### src/rtl/vt_readout_pkg.sv
// Shared state encoding and default sizing for the VT sensor readout block.
package vt_readout_pkg;

  localparam int DEF_CNT_W     = 16;
  localparam int DEF_WIN_W     = 16;
  localparam int DEF_PULSE_CYC = 4;
  localparam int DEF_GAP_CYC   = 4;
  localparam int DEF_TO_CYC    = 16;

  typedef enum logic [3:0] {
    IDLE, P1H, P1L, P2H, P2L, P3H, P3L, P4H, P4L, DONE
  } state_t;

endpackage

### src/rtl/vt_sensor_readout_sync2.sv
// Two-flop synchronizer for asynchronous sensor status lines; 2 CLK latency,
// no backpressure.
module sync2 (
  input  logic CLK,
  input  logic RSTHIGH,
  input  logic d,
  output logic q
);

  logic meta;

  always_ff @(posedge CLK or posedge RSTHIGH) begin
    if (RSTHIGH) begin
      meta <= 1'b0;
      q    <= 1'b0;
    end else begin
      meta <= d;
      q    <= meta;
    end
  end

endmodule

### src/rtl/vt_sensor_readout.sv
// Sequences the sensor's 4-pulse ENIN protocol, captures and averages 1-8 counts.
// Result is held on DVALID until DREADY; a new START is ignored until then.
module vt_sensor_readout
  import vt_readout_pkg::*;
#(
  parameter int CNT_W     = DEF_CNT_W,
  parameter int WIN_W     = DEF_WIN_W,
  parameter int PULSE_CYC = DEF_PULSE_CYC,
  parameter int GAP_CYC   = DEF_GAP_CYC,
  parameter int TO_CYC    = DEF_TO_CYC
) (
  input  logic             CLK,
  input  logic             RSTHIGH,
  input  logic             START,
  input  logic [WIN_W-1:0] WIN_CYC,
  input  logic [1:0]       AVG_SEL,
  output logic             ENIN,
  input  logic             TXDV,
  input  logic             ENOUT,
  input  logic [CNT_W-1:0] CNT,
  output logic             BUSY,
  output logic [CNT_W-1:0] DOUT,
  output logic             DVALID,
  input  logic             DREADY,
  output logic             ERR
);

  localparam int ACC_W = CNT_W + 3;

  state_t             state, state_nx;
  logic [WIN_W-1:0]   tmr, tmr_load, win_q;
  logic [1:0]         avg_q;
  logic [2:0]         smp_cnt;
  logic [ACC_W-1:0]   acc;
  logic [CNT_W-1:0]   avg_res;
  logic               txdv_s, enout_s, txdv_d;
  logic               tmr_end, smp_last;
  logic               start_ok, capture, timeout, enout_bad;

  sync2 u_sync_txdv  (.CLK(CLK), .RSTHIGH(RSTHIGH), .d(TXDV),  .q(txdv_s));
  sync2 u_sync_enout (.CLK(CLK), .RSTHIGH(RSTHIGH), .d(ENOUT), .q(enout_s));

  assign tmr_end  = (tmr == '0);
  // Wraps modulo 8, so AVG_SEL=3 compares against 7.
  assign smp_last = (smp_cnt == ((3'd1 << avg_q) - 3'd1));

  always_comb begin
    state_nx  = state;
    start_ok  = 1'b0;
    capture   = 1'b0;
    timeout   = 1'b0;
    enout_bad = 1'b0;
    case (state)
      IDLE: if (START) begin
        state_nx = P1H;
        start_ok = 1'b1;
      end
      P1H: if (tmr_end) state_nx = P1L;
      P1L: if (tmr_end) state_nx = P2H;
      P2H: if (tmr_end) state_nx = P2L;
      P2L: begin
        // Two consecutive synchronized highs guarantee CNT has settled.
        if (txdv_s && txdv_d) begin
          capture  = 1'b1;
          state_nx = P3H;
        end else if (tmr_end) begin
          timeout  = 1'b1;
          state_nx = IDLE;
        end
      end
      P3H: if (tmr_end) begin
        enout_bad = !enout_s;
        state_nx  = P3L;
      end
      P3L: if (tmr_end) state_nx = P4H;
      P4H: if (tmr_end) state_nx = P4L;
      P4L: if (tmr_end) begin
        if (ERR)           state_nx = IDLE;
        else if (smp_last) state_nx = DONE;
        else               state_nx = P1H;
      end
      DONE: if (DREADY) state_nx = IDLE;
      default: state_nx = IDLE;
    endcase
  end

  always_comb begin
    tmr_load = '0;
    case (state_nx)
      P1H, P3H, P4H: tmr_load = WIN_W'(PULSE_CYC - 1);
      P1L, P3L, P4L: tmr_load = WIN_W'(GAP_CYC - 1);
      P2H:           tmr_load = (win_q == '0) ? '0 : win_q - WIN_W'(1);
      P2L:           tmr_load = WIN_W'(TO_CYC - 1);
      default:       tmr_load = '0;
    endcase
  end

  always_comb begin
    case (avg_q)
      2'd0:    avg_res = acc[CNT_W-1:0];
      2'd1:    avg_res = acc[CNT_W:1];
      2'd2:    avg_res = acc[CNT_W+1:2];
      default: avg_res = acc[CNT_W+2:3];
    endcase
  end

  always_ff @(posedge CLK or posedge RSTHIGH) begin
    if (RSTHIGH) begin
      state   <= IDLE;
      tmr     <= '0;
      win_q   <= '0;
      avg_q   <= '0;
      smp_cnt <= '0;
      acc     <= '0;
      txdv_d  <= 1'b0;
      ENIN    <= 1'b0;
      DOUT    <= '0;
      ERR     <= 1'b0;
    end else begin
      state  <= state_nx;
      tmr    <= (state_nx != state) ? tmr_load : tmr - WIN_W'(1);
      txdv_d <= txdv_s;
      ENIN   <= (state_nx inside {P1H, P2H, P3H, P4H});
      if (start_ok) begin
        win_q   <= WIN_CYC;
        avg_q   <= AVG_SEL;
        acc     <= '0;
        smp_cnt <= '0;
        ERR     <= 1'b0;
      end
      if (capture)               acc     <= acc + {3'b000, ~CNT};
      if (timeout || enout_bad)  ERR     <= 1'b1;
      if (state == P4L && state_nx == P1H) smp_cnt <= smp_cnt + 3'd1;
      if (state != DONE && state_nx == DONE) DOUT <= avg_res;
    end
  end

  assign BUSY   = (state != IDLE) && (state != DONE);
  assign DVALID = (state == DONE);

endmodule

### config.mk
export PLATFORM = sky130hd
export DESIGN_NAME = vt_sensor_readout
export DESIGN_NICKNAME = d
export VERILOG_FILES = /design/src/rtl/vt_readout_pkg.sv /design/src/rtl/vt_sensor_readout_sync2.sv /design/src/rtl/vt_sensor_readout.sv
export SDC_FILE = /design/constraint.sdc
export NUM_CORES = 1
export LEC_CHECK = 0
export ABC_CLOCK_PERIOD_IN_PS = 3600
export BUFFER_PORTS_ARGS = -buffer_cell sky130_fd_sc_hd__buf_2
export CORE_ASPECT_RATIO = 1.25
export CORE_MARGIN = 4
export CORE_UTILIZATION = 55
export CTS_CLUSTER_DIAMETER = 60
export CTS_CLUSTER_SIZE = 20
export DETAILED_ROUTE_END_ITERATION = 16
export GPL_ROUTABILITY_DRIVEN = 0
export HOLD_SLACK_MARGIN = 0.05
export PLACE_DENSITY = 0.83
export SLEW_MARGIN = 20
export SYNTH_ARGS = -nofsm -noshare
export SYNTH_HDL_FRONTEND = slang
export SYNTH_SLANG_ARGS = --single-unit
### constraint.sdc
create_clock -name CLK -period 3.6 [get_ports CLK]
set_input_delay 0.72 -clock CLK [delete_from_list [all_inputs] [get_ports CLK]]
set_output_delay 0.72 -clock CLK [all_outputs]
set_load 0.005 [all_outputs]
Word level (Yosys, flattened, before mapping)
Index checks and enable logic that the tools add are counted.
{"block": "word_totals", "output_inout_bits": 20, "memories": 0, "in_bits": 40, "mem_bits_ro": 0, "latchBits": 0, "ramBits": 0, "word_cells": 93, "ff_bits": 83}
{"block": "classes", "reduce_logical": 16, "add_sub_neg": 5, "multipliers": 0, "n_lt_le_gt_ge": 0, "div": 0, "n_shift": 1, "n_mux": 33, "eq_ne": 23, "n_bitwise": 1}
{"op": "$pmux 16 s3", "n": 2}
{"op": "$mux 4", "n": 13}
{"op": "$pmux 4 s10", "n": 1}
{"op": "$mux 19", "n": 2}
{"op": "$eq 4x3->1 const B", "n": 8}
{"op": "$logic_not 16->1", "n": 2}
{"op": "$mux 16", "n": 2}
{"op": "$sub 16x1->16 const B", "n": 2}
{"op": "$add 19x16->19", "n": 1}
{"op": "$eq 4x2->1 const B", "n": 4}
{"op": "$eq 4x4->1 const B", "n": 4}
{"op": "$not 16->16", "n": 1}
{"op": "$mux 1", "n": 11}
{"op": "$eq 4x1->1 const B", "n": 2}
{"op": "$reduce_bool 4->1", "n": 2}
{"op": "$mux 3", "n": 2}
{"op": "$reduce_bool 2->1", "n": 3}
{"op": "$reduce_or 6->1", "n": 1}
{"op": "$logic_and 1x1->1", "n": 4}
{"op": "$logic_not 4->1", "n": 1}
{"op": "$ne 4x4->1", "n": 1}
{"op": "$ne 4x4->1 const B", "n": 1}
{"op": "$add 3x1->3 const B", "n": 1}
{"op": "$eq 3x3->1", "n": 1}
{"op": "7 further kinds", "n": 7}

Depth between registers and ports, before layout
{"block": "logic_depth", "word_depth": 11, "ltp_mapped": 11, "depth_no_buf": 11}

Hierarchy
From an unflattened synthesis, not the netlist that was laid out.
{"block": "hier_totals", "cells_unflattened": 532, "area_unflattened_um2": 5335.1}
{"module": "vt_sensor_readout", "seq_area_each_um2": 1976.9, "cells_per_inst": 526, "n_inst": 1, "area_per_inst_um2": 5227.5}
{"module": "sync2", "seq_area_each_um2": 50.0, "cells_per_inst": 3, "n_inst": 2, "area_per_inst_um2": 53.8}

Least setup slack after synthesis
OpenSTA, ideal clock, no wires.
{"block": "synth_timing", "kind": "input to register", "from": "input port CNT[1]", "to": "register acc[15]", "setup_time_ns": 0.122, "path_buffers": 0, "setup_slack_ns": 1.006, "stages": 9, "required_time_ns": 3.478, "arrival_time_ns": 2.473, "cell_sequence": "inv_1 ha_1 a21o_1 a21o_1 a2111oi_0 o21bai_1 a21oi_1 mux2i_1 nand2_1"}
{"block": "synth_between", "elab_chain_len": 3}
{"item": "start: declaration", "line": "vt_sensor_readout.sv:20", "source": "input logic [CNT_W-1:0] CNT,"}
{"item": "$not 16->16", "line": "vt_sensor_readout.sv:131", "source": "if (capture) acc <= acc + {3'b000, ~CNT};"}
{"item": "$add 19x16->19", "line": "vt_sensor_readout.sv:131"}
{"item": "$mux 19", "line": "vt_sensor_readout.sv:131"}
{"item": "end signal: assignment", "line": "vt_sensor_readout.sv:131"}
{"item": "end: declaration", "line": "vt_sensor_readout.sv:34", "source": "logic [ACC_W-1:0] acc;"}
No other way between the ends.
A chain may end at the register's enable or synchronous reset.

Final worst setup path
{"block": "layout_timing", "from": "register tmr[0]", "to": "register DOUT[11]"}
{"block": "layout_between", "elab_chain_len": 6, "word_cells_on_any_way": 13, "cone_classes": "eq/ne (1); mux (10); reduce/logical (2)"}
{"item": "start: declaration", "line": "vt_sensor_readout.sv:31", "source": "logic [WIN_W-1:0] tmr, tmr_load, win_q;"}
{"item": "start signal: assignment", "line": "vt_sensor_readout.sv:121", "source": "tmr <= (state_nx != state) ? tmr_load : tmr - WIN_W'(1);"}
{"item": "$logic_not 16->1 *", "line": "vt_sensor_readout.sv:43", "source": "assign tmr_end = (tmr == '0);"}
{"item": "$mux 4", "line": "vt_sensor_readout.sv:66", "source": "end else if (tmr_end) begin"}
{"item": "$mux 4", "line": "vt_sensor_readout.sv:63", "source": "if (txdv_s && txdv_d) begin"}
{"item": "$pmux 4 s10 *", "line": "vt_sensor_readout.sv:53", "source": "case (state)"}
{"item": "$eq 4x4->1 *", "line": "vt_sensor_readout.sv:134", "source": "if (state != DONE && state_nx == DONE) DOUT <= avg_res;"}
{"item": "$logic_and 1x1->1 *", "line": "vt_sensor_readout.sv:134"}
{"item": "end signal: assignment", "line": "vt_sensor_readout.sv:134"}
{"item": "end: declaration", "line": "vt_sensor_readout.sv:22", "source": "output logic [CNT_W-1:0] DOUT,"}
Every way passes the cells marked *; elsewhere a longest branch is shown, timed or not.

==> flow_summary.json <==
{
  "vias_per_cell": 6.05,
  "status": "completed",
  "rows": 39,
  "pwr-share-seq_pct": 42.6,
  "async_flop_share_pct": 100,
  "post_cts_buffers": 0,
  "p_leak_nw": 2.80,
  "holdBufCountCts": 0,
  "h-tree-depth": 3,
  "num_antenna_cells": 0,
  "synth_top_area_share_pct": 38.9,
  "fin_setup_tns_ns": 0,
  "synth.distinct_cells": 61,
  "nFillCells": 727,
  "pre_cts_ws_ns": 0.565,
  "required_ns": 3.83,
  "final_max_slew_viol_count": 0,
  "synthToLayoutAreaGrowth_pct": 12.6,
  "syn_nets": 585,
  "period_needed_ns": 2.95,
  "post-route-period-util_pct": 81.9,
  "end_kind": "register",
  "clock_latency_ns": 0.34,
  "peakVddDrop_mv": 0.406,
  "dpl-instance-area_um2": 5730,
  "avgSynthCellArea_um2": 10.2,
  "swShare_pct": 37.1,
  "grt_use_total_pct": 23.1,
  "cts_root_buffer": "clkbuf_16",
  "cp_num_cells": 8,
  "antenna_found_initial": 0,
  "drc": 0,
  "cp_cell_sequence": "inv_1 -> ha_1 -> nor4b_2 -> and4_1 -> nand2_2 -> xor2_1 -> o2111ai_4 -> mux2_2",
  "post-dp-hpwl_um": 8960,
  "fp.dieH_um": 118,
  "critPathBufInv": 1,
  "cts.sinks": 83,
  "cts_made_buffers": 9,
  "relSlewSlack_pct": 42.0,
  "dieArea_um2": 11400,
  "p_comb_share_pct": 32.7,
  "antenna_left": 0,
  "die_x_um": 96.1,
  "cts_tree": "done",
  "syn_area_um2": 5340,
  "hold_violations": 0,
  "ctsResizeCount": 0,
  "fin_hold_ws_ns": 0.349,
  "synth.area.top_cells": "dfrtp_1 39%, mux4_2 6.7%, mux2_2 5.1%",
  "synth-main-ff-cell": "dfrtp_1",
  "fmax_mhz": 339,
  "vias": 4262,
  "powerDensity_nw_per_um2": 578,
  "r2r.worst_path.cells": 8,
  "finalInstanceArea_um2": 6010,
  "cp.arrival_ns": 3.17,
  "cap_violations": 0,
  "routed_wl_um": 12300,
  "grt_pass1_vias": 4411,
  "crit_type": "register to register",
  "worst_hold_path_type": "register to register",
  "synth_area_leader_cell": "dfrtp_1",
  "wire_per_inst_um": 17.5,
  "tightest_slew_ns": 0.870,
  "portBuffers": 59,
  "crit_fanout": 16,
  "cp_top_family": "simple AND/OR/NAND/NOR gates",
  "cp_slowest_cell": "o2111ai_4",
  "p_switching_mw": 1.29,
  "dr.pass1.iters": 5,
  "synthCells": 524,
  "nNetsFinal": 639,
  "whs_path_depth": 0,
  "io_pins": 60,
  "slowest_delay_ns": 0.67,
  "synth_most_common_cell": "dfrtp_1",
  "final.setup.worst_slack_ns": 0.653,
  "yosys-top-cells-count": "83 x dfrtp_1, 46 x nand2_1, 41 x o21ai_0",
  "grt_setup_unrepaired": "false",
  "synth.ff_latch_count": 83,
  "grt-ovfl-total": 0,
  "synth_edf_count": 0,
  "start_util_pct": 57.3,
  "clkPwrFrac_pct": 24.7,
  "yosysWarnings": 0,
  "intPower_mw": 2.19,
  "grt_pass1_wl_um": 20700,
  "clock_skew_ns": 0.0110,
  "coreArea_um2": 9320,
  "worstSetupStartpointType": "register",
  "finalSetupViolations": 0,
  "grt_max_degree": 46,
  "drive_gt1_share_pct": 25.1,
  "synth-seq-area-share_pct": 38.9,
  "path_clk_slew_ns": 0.07,
  "clk_path_buf_depth": 2,
  "drtIter0Drc": 304,
  "total_power_mw": 3.48
}
==> placed cells by master, fill, tap and decap left out, types with 3 or more instances in the layout <==
| master | count |
|---|---|
| o211ai_1 | 6 |
| nand3_1 | 23 |
| mux4_2 | 16 |
| nor4_1 | 4 |
| o21a_1 | 6 |
| nor4_4 | 3 |
| clkbuf_16 | 9 |
| and3_1 | 3 |
| nor3_1 | 16 |
| mux2_4 | 10 |
| nor2_1 | 30 |
| nand4_1 | 4 |
| o21ai_0 | 41 |
| buf_2 | 59 |
| a21oi_1 | 16 |
| a31oi_1 | 4 |
| o31ai_1 | 4 |
| nand2b_1 | 9 |
| and2_1 | 4 |
| buf_4 | 8 |
| ha_1 | 20 |
| nor2b_1 | 7 |
| xor2_1 | 24 |
| xnor2_1 | 16 |
| inv_1 | 29 |
| a21o_1 | 7 |
| nand2_1 | 46 |
| mux2_2 | 24 |
| mux2i_1 | 5 |
| nor3b_1 | 3 |
| dfrtp_1 | 83 |
| nand3b_1 | 3 |
==> routing by layer <==
metal,global-route usage (%),routed length (um),up-vias
li1,-,-,1981
met1,27.8,4770,2078
met2,38.6,6400,162
met3,4.32,666,41
met4,11.8,472,0
met5,0,0,-
==> power by group through the flow <==
stage | sequential (mW) | clock, mW | combinational [mW]
after floorplan | 1.34 | 0 | 0.975
after global placement | 1.47 | 0 | 1.06
after detailed placement | 1.49 | 0 | 1.12
after CTS | 1.47 | 0.879 | 1.13
after global routing | 1.51 | 0.910 | 1.26
final | 1.48 | 0.860 | 1.14
==> kinds of logic (layout without fill, tap and decap cells) <==
kind of cell | Yosys count | in the layout | synth area share [%]
simple gates | 168 | 168 | 16.8
compound gates | 103 | 103 | 12.8
flops | 83 | 83 | 38.9
mux | 55 | 55 | 15.6
buf+inv | 54 | 112 | 4.29
xor+xnor | 40 | 40 | 6.56
fa+ha+maj | 21 | 21 | 5.06
==> final cells by class <==
cell class / instances / area (um^2) / area share (%)
well taps: 123 / 154 / 2.56
multi-input cells: 387 / 3030 / 50.5
flip-flops and latches: 83 / 2080 / 34.6
repair buffers: 67 / 355 / 5.91
clock inverters: 5 / 37.5 / 0.624
clock buffers: 10 / 239 / 3.98
inverters: 30 / 114 / 1.89
==> through the flow <==
stage               utilization [%]  cells
finish                         64.5    705
floorplan                         -    524
global placement               61.5    690
detailed placement             61.5    690
global route                   64.5    705
CTS                            64.5    705
==> final timing paths <==
check,from,to,slack [ns]
setup / recovery,tmr[0],DOUT[11],0.65
hold / removal,u_sync_txdv.meta,u_sync_txdv.q,0.35
setup reg to reg,tmr[0],DOUT[11],0.65
hold reg to reg,u_sync_txdv.meta,u_sync_txdv.q,0.35
max in group asynchronous,RSTHIGH,u_sync_enout.q,2.34
min in group asynchronous,RSTHIGH,acc[0],0.50
==> sequential cells by signal, indices dropped and copies added (netlist names), 2 cells and up <==
register / cells
DOUT: 16
acc: 19
avg_q: 2
smp_cnt: 3
state: 4
tmr: 16
win_q: 16
No activity file was read; power rests on OpenSTA's default activity.
